File: config.mk
export PLATFORM = sky130hd
export DESIGN_NAME = rs_issue_scheduler
export DESIGN_NICKNAME = d
export VERILOG_FILES = /design/src/rtl/rs_issue_scheduler.sv
export SDC_FILE = /design/constraint.sdc
export NUM_CORES = 1
export LEC_CHECK = 0
export BUFFER_PORTS_ARGS = -buffer_cell sky130_fd_sc_hd__buf_2
export CORE_MARGIN = 2
export CORE_UTILIZATION = 61
export DETAILED_ROUTE_END_ITERATION = 7
export HOLD_SLACK_MARGIN = 0.08
export PLACE_DENSITY = 0.89
export SYNTH_ARGS = -nofsm -noshare
export SYNTH_HDL_FRONTEND = slang
export SYNTH_SLANG_ARGS = --single-unit
File: constraint.sdc
create_clock -name clk -period 5.6 [get_ports clk]
set_clock_uncertainty 0.15 [all_clocks]
set_input_delay 0.28 -clock clk [delete_from_list [all_inputs] [get_ports clk]]
set_output_delay 0.28 -clock clk [all_outputs]
set_load 0.01 [all_outputs]
File: src/rtl/rs_issue_scheduler.sv
// Oldest-first issue selector for one reservation station feeding one FU.
// An age matrix records allocation order. Each cycle the oldest ready
// entry is offered to the FU through a registered valid/ready handshake.
// A one-hot clear pulse is returned to the RS when the FU takes an entry.

// Checks for illegal stimulus and for consistency of the offer outputs.
module rs_issue_scheduler_chk #(
    parameter int RS_ENTRIES = 8,
    parameter int IDX_W      = $clog2(RS_ENTRIES)
) (
    input logic                  clk,
    input logic                  rst,
    input logic                  alloc_valid,
    input logic [IDX_W-1:0]      alloc_idx,
    input logic                  flush,
    input logic                  issue_valid,
    input logic [IDX_W-1:0]      issue_idx,
    input logic [RS_ENTRIES-1:0] issue_grant
);

    // The offered entry (which is also the only one that can be cleared) must not be re-allocated.
    a_alloc_not_offered: assert property (@(posedge clk) disable iff (rst)
        (alloc_valid && !flush && issue_valid) |-> (alloc_idx != issue_idx));

    // The grant is the one-hot of the offered index while an offer is up.
    a_grant_onehot: assert property (@(posedge clk) disable iff (rst)
        issue_valid |-> (issue_grant == ({{(RS_ENTRIES-1){1'b0}}, 1'b1} << issue_idx)));

    // The grant is quiet when nothing is offered.
    a_grant_idle: assert property (@(posedge clk) disable iff (rst)
        !issue_valid |-> (issue_grant == {RS_ENTRIES{1'b0}}));

endmodule

module rs_issue_scheduler #(
    parameter int RS_ENTRIES = 8,
    parameter int IDX_W      = $clog2(RS_ENTRIES),
    parameter int STALL_W    = 16
) (
    input  logic                  clk,
    input  logic                  rst,
    input  logic                  alloc_valid,
    input  logic [IDX_W-1:0]      alloc_idx,
    input  logic [RS_ENTRIES-1:0] req,
    input  logic                  flush,
    input  logic                  fu_ready,
    output logic                  issue_valid,
    output logic [IDX_W-1:0]      issue_idx,
    output logic [RS_ENTRIES-1:0] issue_grant,
    output logic [RS_ENTRIES-1:0] entry_clear,
    output logic [STALL_W-1:0]    stall_count
);

    typedef enum logic [0:0] {
        ST_IDLE  = 1'b0,
        ST_OFFER = 1'b1
    } state_t;

    // age_r[i][j] = 1 means entry i was allocated before entry j.
    logic [RS_ENTRIES-1:0][RS_ENTRIES-1:0] age_r;

    state_t                  state_r;
    state_t                  state_nx_s;
    logic [IDX_W-1:0]        issue_idx_r;
    logic [IDX_W-1:0]        idx_nx_s;
    logic [RS_ENTRIES-1:0]   issue_grant_r;
    logic [STALL_W-1:0]      stall_r;
    logic [STALL_W-1:0]      stall_nx_s;

    logic [RS_ENTRIES-1:0]   clear_s;
    logic [RS_ENTRIES-1:0]   elig_s;
    logic [RS_ENTRIES-1:0]   win_vec_s;
    logic [IDX_W-1:0]        win_idx_s;
    logic                    win_any_s;

    function automatic logic [RS_ENTRIES-1:0] idx_to_onehot(input logic [IDX_W-1:0] idx);
        logic [RS_ENTRIES-1:0] v;
        v      = {RS_ENTRIES{1'b0}};
        v[idx] = 1'b1;
        return v;
    endfunction

    // Lowest set bit wins; only matters when several entries have no older rival.
    function automatic logic [IDX_W-1:0] lowest_idx(input logic [RS_ENTRIES-1:0] v);
        logic [IDX_W-1:0] r;
        r = {IDX_W{1'b0}};
        for (int i = RS_ENTRIES - 1; i >= 0; i--) begin
            if (v[i]) begin
                r = IDX_W'(i);
            end else begin
                r = r;
            end
        end
        return r;
    endfunction

    // The clear pulse follows the handshake; a flush abandons the offer without freeing it.
    assign clear_s     = issue_grant_r & {RS_ENTRIES{fu_ready & ~flush}};
    assign elig_s      = req & ~clear_s;
    assign entry_clear = clear_s;
    assign issue_valid = (state_r == ST_OFFER);
    assign issue_idx   = issue_idx_r;
    assign issue_grant = issue_grant_r;
    assign stall_count = stall_r;

    // Oldest eligible entry: one that no other eligible entry is older than.
    always_comb begin : sel_comb
        logic blocked_v;
        win_vec_s = {RS_ENTRIES{1'b0}};
        blocked_v = 1'b0;
        for (int i = 0; i < RS_ENTRIES; i++) begin
            blocked_v = 1'b0;
            for (int j = 0; j < RS_ENTRIES; j++) begin
                blocked_v = blocked_v | (elig_s[j] & age_r[j][i]);
            end
            win_vec_s[i] = elig_s[i] & ~blocked_v;
        end
        win_any_s = |elig_s;
        win_idx_s = lowest_idx(win_vec_s);
    end

    // Next-state, next offer and stall counter logic for the offer FSM.
    always_comb begin
        state_nx_s = state_r;
        idx_nx_s   = issue_idx_r;
        stall_nx_s = stall_r;
        if (issue_valid && !fu_ready && (stall_r != {STALL_W{1'b1}})) begin
            stall_nx_s = stall_r + {{(STALL_W-1){1'b0}}, 1'b1};
        end else begin
            stall_nx_s = stall_r;
        end
        if (flush) begin
            state_nx_s = ST_IDLE;
        end else begin
            case (state_r)
                ST_IDLE: begin
                    if (win_any_s) begin
                        state_nx_s = ST_OFFER;
                        idx_nx_s   = win_idx_s;
                    end else begin
                        state_nx_s = ST_IDLE;
                    end
                end
                ST_OFFER: begin
                    // The offer is frozen until the FU takes it, even if an older entry wakes up.
                    if (fu_ready) begin
                        if (win_any_s) begin
                            state_nx_s = ST_OFFER;
                            idx_nx_s   = win_idx_s;
                        end else begin
                            state_nx_s = ST_IDLE;
                        end
                    end else begin
                        state_nx_s = ST_OFFER;
                    end
                end
                default: begin
                    state_nx_s = ST_IDLE;
                end
            endcase
        end
    end

    // FSM state, registered offer outputs and stall counter.
    always_ff @(posedge clk) begin
        if (rst) begin
            state_r       <= ST_IDLE;
            issue_idx_r   <= {IDX_W{1'b0}};
            issue_grant_r <= {RS_ENTRIES{1'b0}};
            stall_r       <= {STALL_W{1'b0}};
        end else begin
            state_r       <= state_nx_s;
            issue_idx_r   <= idx_nx_s;
            issue_grant_r <= (state_nx_s == ST_OFFER) ? idx_to_onehot(idx_nx_s)
                                                      : {RS_ENTRIES{1'b0}};
            stall_r       <= stall_nx_s;
        end
    end

    // Age matrix: a new allocation becomes younger than every other entry.
    always_ff @(posedge clk) begin
        if (rst) begin
            age_r <= {(RS_ENTRIES*RS_ENTRIES){1'b0}};
        end else if (flush) begin
            age_r <= {(RS_ENTRIES*RS_ENTRIES){1'b0}};
        end else if (alloc_valid) begin
            for (int j = 0; j < RS_ENTRIES; j++) begin
                if (IDX_W'(j) == alloc_idx) begin
                    age_r[j] <= {RS_ENTRIES{1'b0}};
                end else begin
                    age_r[j][alloc_idx] <= 1'b1;
                end
            end
        end else begin
            age_r <= age_r;
        end
    end

    rs_issue_scheduler_chk #(
        .RS_ENTRIES (RS_ENTRIES),
        .IDX_W      (IDX_W)
    ) u_chk (
        .clk         (clk),
        .rst         (rst),
        .alloc_valid (alloc_valid),
        .alloc_idx   (alloc_idx),
        .flush       (flush),
        .issue_valid (issue_valid),
        .issue_idx   (issue_idx),
        .issue_grant (issue_grant)
    );

endmodule

======== Word-level counts from Yosys, hierarchy flattened ========
Index checks and enable logic that the tools add are counted.
word-level totals
  flip-flop bits (word level) ............. 92
  latch bits .............................. 0
  RAM bits ................................ 0
  memory bits (read-only) ................. 0
  input bits .............................. 16
  output and inout port bits .............. 36
  word-level logic and storage cells ...... 213
  memories ................................ 0
operators by class
  $add $sub $neg .......................... 1
  $mul .................................... 0
  divide/modulo/power cells ............... 0
  order comparisons ....................... 4
  equality and inequality tests ........... 8
  shift-type cells ........................ 0
  mux-type cells .......................... 28
  bitwise operators ....................... 151
  reduce and logical (&&, ||, !) cells .... 9
operator list
  operator                                              count
  bitwise AND 1 bit                                     73
  two-way mux 8 bit                                     8
  bitwise OR 8 bit                                      8
  bitwise OR 1 bit                                      56
  two-way mux 3 bit                                     11
  adder 16 x 1 -> 16 bit (second input constant)        1
  bitwise AND 8 bit                                     2
  != test 16 bit (second input constant)                1
  equality test 3 bit (first input constant)            4
  inverter 1 bit                                        11
  < comparator 3 x 4 -> 1 bit (second input constant)   2
  inverter 8 bit                                        1
  OR reduction 8 bit                                    1
  demux 1 bit (select 3 bit)                            2
  equality test 2 x 3 -> 1 bit (first input constant)   2
  >= comparator 3 x 1 -> 1 bit (second input constant)  2
  one-hot mux 3 bit (2 select lines)                    1
  two-way mux 1 bit                                     5
  logical AND 1 bit                                     4
  OR reduction 2 bit                                    2
  equality test 1 x 3 -> 1 bit (first input constant)   1
  logical NOT 3 bit                                     1
  one-hot mux 1 bit (2 select lines)                    1
  logical NOT 1 bit                                     1

======== Logic depth before layout (Yosys ltp) ========
Gate-level depths: netlist (run 1).
  depth after elaboration ................. 31
  depth in mapped cells ................... 10
  gate-level depth less buffers ........... 9

======== Worst setup path before layout (run 1) ========
OpenSTA, ideal clock, no wires.
  path kind ............................... in2reg
  from .................................... input port fu_ready
  to ...................................... register issue_grant_r[2] (netlist: issue_grant[2])
  library setup time ...................... 0.116 ns
  data arrival time ....................... 2.002 ns
  required time ........................... 5.334 ns
  setup slack ............................. 3.332 ns
  stages .................................. 8
  path buffers ............................ 1
  cells stage by stage .................... buf_6 nand3b_1 and2_4 a2111oi_4 nand3_2 a311o_1 a22o_4 and3b_1
between the ends
  cells in the longest elaborated chain, start to end .. 30
  elaborated cells on any way between the ends .. 164
  classes of those cells .................. order compare: 2; mux: 18; bitwise: 141; reduce/logical: 3
RTL lines
  item                                                                                                      RTL line  RTL
  from (decl)                                                                                               46        input logic fu_ready,
  bitwise AND 1 bit                                                                                         98        assign clear_s = issue_grant_r & {RS_ENTRIES{fu_ready & ~flush}};
  bitwise AND 8 bit                                                                                         98
  inverter 8 bit                                                                                            99        assign elig_s = req & ~clear_s;
  bitwise AND 8 bit                                                                                         99
  bitwise AND 1 bit                                                                                         114       blocked_v = blocked_v | (elig_s[j] & age_r[j][i]);
  bitwise OR 1 bit (7 in series)                                                                            114
  inverter 1 bit                                                                                            116       win_vec_s[i] = elig_s[i] & ~blocked_v;
  bitwise AND 1 bit                                                                                         116
  two-way mux 3 bit (8 in series)                                                                           88        if (v[i]) begin
  two-way mux 3 bit                                                                                         137, 147
  two-way mux 3 bit                                                                                         146       if (fu_ready) begin
  one-hot mux 3 bit (2 select lines)                                                                        135       case (state_r)
  two-way mux 3 bit                                                                                         132       if (flush) begin
  < comparator 3 x 4 -> 1 bit (implied by the code) / >= comparator 3 x 1 -> 1 bit (equally long branches)  79        v[idx] = 1'b1;
  logical AND 1 bit (implied by the code)                                                                   79
  two-way mux 1 bit (implied by the code)                                                                   79
  demux 1 bit (select 3 bit)                                                                                79
  to (signal assigned)                                                                                      169       issue_grant_r <= {RS_ENTRIES{1'b0}};
  to (signal assigned)                                                                                      174       issue_grant_r <= (state_nx_s == ST_OFFER) ? idx_to_onehot(idx_nx_s)
  to (decl)                                                                                                 66        logic [RS_ENTRIES-1:0] issue_grant_r;
Several ways; a longest one is shown, not always the timed one.
A chain may end at the register's enable or synchronous reset.

======== Worst setup path after layout (run 1) ========
  from .................................... register issue_grant_r[2] (netlist: issue_grant[2])
  to ...................................... register issue_grant_r[7] (netlist: issue_grant[7])
between the ends
  cells in the longest elaborated chain, start to end .. 28
  elaborated cells on any way between the ends .. 99
  classes of those cells .................. order compare: 2; mux: 18; bitwise: 76; reduce/logical: 3
RTL lines
  item                                                                                                      RTL line
  bitwise AND 8 bit (*)                                                                                     98
  inverter 8 bit (*)                                                                                        99
  bitwise AND 8 bit (*)                                                                                     99
  bitwise AND 1 bit                                                                                         114
  bitwise OR 1 bit (6 in series)                                                                            114
  inverter 1 bit                                                                                            116
  bitwise AND 1 bit                                                                                         116
  two-way mux 3 bit (8 in series)                                                                           88
  two-way mux 3 bit                                                                                         137, 147
  two-way mux 3 bit                                                                                         146
  one-hot mux 3 bit (2 select lines)                                                                        135
  two-way mux 3 bit                                                                                         132
  < comparator 3 x 4 -> 1 bit (implied by the code) / >= comparator 3 x 1 -> 1 bit (equally long branches)  79
  logical AND 1 bit (implied by the code)                                                                   79
  two-way mux 1 bit (implied by the code)                                                                   79
  demux 1 bit (select 3 bit)                                                                                79
Mark *: on every way between the ends. The rest lies on a longest branch, timed or not.

==> results of run 1 <==
==> power by group through the flow <==
stage	Sequential, mW	Clock [mW]	Combinational (mW)
finish	0.669	0.397	0.103
global route	0.670	0.427	0.110
CTS	0.669	0.397	0.101
detailed placement	0.684	0	0.100
global placement	0.684	0	0.0970
floorplan	0.684	0	0.0688
==> per-stage QoR <==
stage	std cells	worst slack, ns	total power, mW	instance area, um^2
detailed placement	559	2.76	0.784	4150
finish	575	2.87	1.17	4320
floorplan	448	3.33	0.753	3860
global placement	559	2.85	0.781	4150
CTS	575	2.95	1.17	4320
global route	575	2.71	1.21	4320
==> area by class of cell <==
type | count | area (um^2) | share of cell area
Timing Repair Buffer | 53 | 270 | 0.0625
Inverter | 23 | 86.3 | 0.0200
Tap cell | 75 | 93.8 | 0.0217
Clock buffer | 12 | 145 | 0.0336
Clock inverter | 4 | 25.0 | 0.00579
Multi-Input combinational cell | 316 | 1860 | 0.430
Sequential cell | 92 | 1840 | 0.426
==> per-layer routing <==
metal | global-route usage | part of all wire | wire length, um
met3 | 0.0692 | 0.093 | 936
met1 | 0.383 | 0.41 | 4150
met2 | 0.465 | 0.46 | 4610
met5 | 0 | 0 | 0
met4 | 0.132 | 0.037 | 370
==> synth_stat cells, types with 3 or more instances <==
library cell	count	area [um^2]
nand3b_1	5	37.5
and3_1	14	87.6
nand2b_1	9	56.3
dfxtp_1	92	1840
nand3_2	3	30.0
a22oi_1	3	22.5
a2111oi_0	4	35.0
nand4_1	8	50.1
a21oi_2	3	26.3
nor4_1	4	25.0
xor2_1	10	87.6
inv_1	23	86.3
nor3_1	5	25.0
a32o_1	4	40.0
nor2b_1	4	25.0
xnor2_1	3	26.3
a21oi_1	4	20.0
clkbuf_1	14	52.6
nand3_1	24	120
or3_1	9	56.3
nor2_1	146	548
nor3_2	3	30.0
nand2_1	9	33.8
==> logic make-up after synthesis <==
logic type | synth area share
multiplexers | 0.00259
adder cells (fa/ha/maj) | 0.00324
buffers and inverters | 0.0415
flip-flops | 0.477
AO/OA/AOI/OAI | 0.115
XOR/XNOR | 0.0295
AND/OR/NAND/NOR | 0.331
==> flip-flops by register name, summed over array words and instances, names as in the netlist <==
register and count:
age_r 64, stall_count 16, issue_grant 8, issue_idx 3, issue_valid 1
==> how the worst min path moves through the flow <==
stage	endpoint	slack, ns	depth (start not counted)
2_1_floorplan	age_r[54]	0.25	2
3_3_place_gp	age_r[54]	0.27	2
3_5_place_dp	age_r[18]	0.28	2
4_1_cts	issue_valid	0.19	2
5_1_grt	issue_valid	0.22	2
6_report	stall_count[9]	0.21	2
==> out/metrics.csv, run 1 <==
stage,metric,value,unit
outcome,status,completed,
clock_network,root_buffer,clkbuf_8,
route,via_count,3453,
layout,final_nets,512,
critical_path,worst-path-stages,7,
route,post-route-drc-count,0,
sta,fin_setup_tns,0,ns
sta,max_freq,0.367,GHz
clock_network,ctsResizeCount,0,
placed_design,dp_hpwl,7420,um
floorplanning,row_count,28,
placed_design,io_buffers,51,
synthesis,synth_cell_type_count,56,
critical_path,critPathLaunch,issue_grant[2],
layout,area_delta_synth_final,11.9,%
floorplanning,ios,52,
critical_path,crit_chain,"nand3b_1, and2_1, a2111o_1, nor3_1, nor2b_1, o31ai_4, nor3b_1",
critical_path,timing.critical_path.to,issue_grant[7],
grt,grt-ovfl-total,0,
route,via_per_inst,6.01,
pwr,power_frac_seq,0.572,
critical_path,end_kind,flop,
grt,grt_start_max_net_pins,29,
critical_path,ff2ff_path_depth,7,
placed_design,routabilityCongestion,0.939,
route,drt-total-wl,10100,um
clock_network,cts_tree,built,
synthesis,async_flop_share,0,
critical_path,crit_buf_inv,0,
grt,grt_pass1_vias,3194,
synthesis,synthesis.nets,465,
clock_network,clkTransAtPathRegs,0.09,ns
clock_network,clk_latency,0.36,ns
sta,tightest_slew,0.746,ns
layout,layout_common_cells,"146 x nor2_1, 92 x dfxtp_1, 51 x buf_2",
min_path,hp-class,primary input to flop,
clock_network,holdBufCountCts,0,
floorplanning,die-width,83.6,um
sta,rsz0062_at_grt,false,
critical_path,cp.required,5.73,ns
critical_path,worstSetupStartpointType,flop,
sta,period_minus_slack,2.73,ns
synthesis,seq_area_frac_synth,0.477,
flow_run,drv_cap,0,
pwr,p_clk_frac,0.340,
sta,hold_viol_final,0,
clock_network,cts.sinks,92,
clock_network,cts_buffers,9,
min_path,hp-start,rst,
synthesis,syn_avg_cell_area,8.62,um^2
floorplanning,fp.dieH,83.6,um
route,first_iter_violations,358,
clock_network,clockBufferDepth,2,
grt,grt_pass1_wl,16200,um
floorplanning,dieArea,6980,um^2
pwr,power_leakage,1.82,nW
layout,layout_commonest_cell,nor2_1,
critical_path,crit_family,simple AND/OR/NAND/NOR gates,
sta,hold_slack,0.208,ns
critical_path,worstPathMaxFanout,9,
pwr,ir_drop,0.000183,V
layout,final_util,0.717,
route,first_pass_iters,5,
grt,grtUsageTotal,0.294,
critical_path,reg2reg_to,issue_grant[7],
layout,drive_gt1_frac,0.186,
route,wire_per_inst,17.5,um
clock_network,cts_max_level,3,
sta,fin_crit_sh,0.487,
route,ant_nets,0,
layout,diodes,0,
critical_path,crit_slowest_cell,a2111o_1,
sta,slew_viol_final,0,
floorplanning,core,6030,um^2
clock_network,post_cts_buffers,0,
critical_path,cpPeakStageDelay,0.44,ns
synthesis,synth_flop_cell,dfxtp_1,
critical_path,r2r_slack,2.87,ns
critical_path,r2r_start,issue_grant[2],
pwr,power_frac_comb,0.088,
synthesis,syn_area,3860,um^2
pwr,p_sw,0.300,mW
sta,setup_viol,0,
floorplanning,initial_utilization,0.641,
pwr,p_int,0.869,mW
critical_path,worst_ep_arrival_time,2.85,ns
synthesis,netlist_instances,448,
layout,fillCellCount,479,
sta,slew_headroom,0.501,
grt,antenna_found_initial,0,
critical_path,critPathKind,flop to flop,
synthesis,synth_enable_flop_cells,0,
synthesis,synth-seq-cells,92,
synthesis,yosysWarnings,0,
pwr,switching_share,0.257,
pwr,power.density,270,nW/um^2
No activity file was read; power rests on OpenSTA's default activity.
==> run 2, diff against run 1 <==
- ABC_AREA: unset -> 1
- CORE_UTILIZATION: 61 -> 51
- PLACE_DENSITY: 0.89 -> 0.8
- clock period: 5.6 -> 2.2 ns (I/O delays scaled with it)
==> run 2 against run 1 <==
Net effect:
- routed wire length increased by 3.0%
- largest power group unchanged
- count of clock-buffer cells in the layout down 1
- non-clock buffer count increased by 9
==> out/metrics.csv, run 2 <==
stage,metric,value,unit
route,post-route-drc-count,0,
critical_path,worstSetupStartpointType,flop,
grt,grt_pass1_vias,3586,
critical_path,cp.required,2.34,ns
clock_network,cts_tree,built,
synthesis,syn_area,3920,um^2
pwr,total_power,3.07,mW
critical_path,worst_ep_arrival_time,2.17,ns
route,first_iter_violations,228,
route,via_count,3801,
synthesis,synth_top_area_cell,dfxtp_1,
critical_path,worstPathMaxFanout,8,
sta,hold_slack,0.0914,ns
critical_path,end_kind,flop,
route,ant_nets,0,
synthesis,synth_flop_cell,dfxtp_1,
floorplanning,initial_utilization,0.534,
grt,grtUsageTotal,0.257,
layout,diodes,0,
synthesis,syn_avg_cell_area,7.01,um^2
sta,rsz0062_at_grt,true,
layout,drive_gt1_frac,0.151,
synthesis,synthesis.nets,576,
placed_design,place_area,4330,um^2
floorplanning,core,7330,um^2
floorplanning,die-width,91.6,um
clock_network,root_buffer,clkbuf_8,
sta,fin_setup_tns,0,ns
layout,stdcell_area,4560,um^2
sta,fin_ws,0.170,ns
placed_design,io_buffers,51,
clock_network,cts.sinks,92,
synthesis,synth-seq-cells,92,
route,first_pass_iters,5,
clock_network,cts_max_level,3,
floorplanning,row_count,31,
placed_design,dp_hpwl,7910,um
min_path,hp-class,primary input to flop,
layout,layout_commonest_cell,nor2_1,
min_path,hold-path-cell-count,5,
layout,layout_common_cells,"112 x nor2_1, 104 x nand2_1, 92 x dfxtp_1",
flow_run,drv_cap,0,
layout,final_nets,646,
outcome,status,completed,
synthesis,async_flop_share,0,
synthesis,synthTopCellsByArea,"dfxtp_1 47%, nor2_1 11%, nand2_1 10%, inv_1 8.1%, a21oi_1 6.6%",
synthesis,yosysTopAreaCellShare,0.470,
clock_network,clk_latency,0.35,ns
placed_design,dp_worst_setup_slack,0.140,ns
pwr,power_leakage,2.07,nW
grt,grt-ovfl-total,0,
layout,largest_register_ffs,64,
synthesis,synth_cell_type_count,25,
sta,max_freq,0.493,GHz
sta,slew_viol_final,0,
critical_path,critPathKind,flop to flop,
floorplanning,fp.dieH,91.6,um
layout,area_delta_synth_final,16.5,%
sta,setup_viol,0,
grt,grt_start_max_net_pins,16,
sta,hold_viol_final,0,
layout,top_register,age_r,
grt,antenna_found_initial,0,
grt,grt_pass1_wl,17100,um
route,drt-total-wl,10400,um
clock_network,clockBufferDepth,2,
synthesis,synth_enable_flop_cells,0,
sta,period_minus_slack,2.03,ns
clock_network,cts_buffers,9,
critical_path,ff2ff_path_depth,10,
synthesis,seq_area_frac_synth,0.470,
pwr,power.density,673,nW/um^2
pwr,ir_drop,0.000334,V
sta,tightest_slew,0.385,ns
sta,slew_headroom,0.741,
synthesis,netlist_instances,559,
synthesis,synth_most_common_cell,nor2_1,
sta,fin_crit_sh,0.923,
route,wire_per_inst,14.1,um
synthesis,yosys-top-cells-count,"112 x nor2_1, 104 x nand2_1, 92 x dfxtp_1, 85 x inv_1, 52 x a21oi_1",
clock_network,clkTransAtPathRegs,0.09,ns
placed_design,routabilityCongestion,1.00,
floorplanning,ios,52,
route,via_per_inst,5.19,
synthesis,yosysWarnings,0,
floorplanning,dieArea,8400,um^2
## run 2: cell count changes in the layout (fill, tap and decap cells not counted), moves of 19 or more
cell | before | now
nand2_1 | 9 | 104
inv_1 | 23 | 84
a21oi_1 | 4 | 52
nor2_1 | 146 | 112
o21ai_0 | 2 | 22
nand3_1 | 24 | 43
## run 2: report_power, final
group | switching (mW) | internal [mW]
Combinational | 0.183 | 0.0791
Clock | 0.580 | 0.530
Sequential | 0.0132 | 1.69
## run 2: timing repair
| item | CTS | global route |
|---|---|---|
| hold endpoints to repair | 14 | 0 |
| setup buffers | 0 | 0 |
| resized for setup | 0 | 1 |
| hold buffers | 4 | 0 |
| endpoints found under the setup margin | 0 | 2 |
## run 2: worst max-delay path, stage by stage (launching register included)
cell and delay [ns]:
dfxtp_1 0.38, nand3_4 0.16, nand2_1 0.16, nand2_1 0.07
nor2_1 0.23, a21oi_2 0.13, nand3_1 0.11, inv_1 0.08
a21oi_2 0.20, nand3_1 0.15, a21oi_1 0.15
## run 2: cell families after synthesis
kind of cell | synth area share
simple gates | 0.326
flops | 0.470
buf+inv | 0.0888
compound gates | 0.105
xor+xnor | 0.00671
fa+ha+maj | 0.00319
## run 2: metal layers
metal / routed length (um) / up-vias / GRT usage
li1: - / 1897 / -
met1: 4460 / 1711 / 0.339
met2: 4860 / 170 / 0.429
met3: 820 / 23 / 0.0485
met4: 232 / 0 / 0.0770
met5: 0 / - / 0
## run 2: per-stage QoR
step                std cells  utilization
floorplan                 559            -
global placement          713        0.591
detailed placement        713        0.591
CTS                       733        0.622
global route              733        0.622
finish                    733        0.622
## run 2: path summary, 6_finish.rpt
| check | end | slack, ns | startpoint |
|---|---|---|---|
| worst max-delay path | issue_grant[5] | 0.17 | issue_grant[1] |
| worst min-delay path | age_r[31] | 0.09 | alloc_idx[1] |
| worst max register to register | issue_grant[5] | 0.17 | issue_grant[1] |
| worst min register to register | age_r[9] | 0.29 | age_r[9] |
## run 2: area by class of cell
cell class	instances	area, um^2
multi-input combinational	377	1730
clock buffer	11	131
clock inverter	5	61.3
sequential	92	1840
inverter	87	329
fill	645	2770
timing repair buffer	62	348
tap	99	124
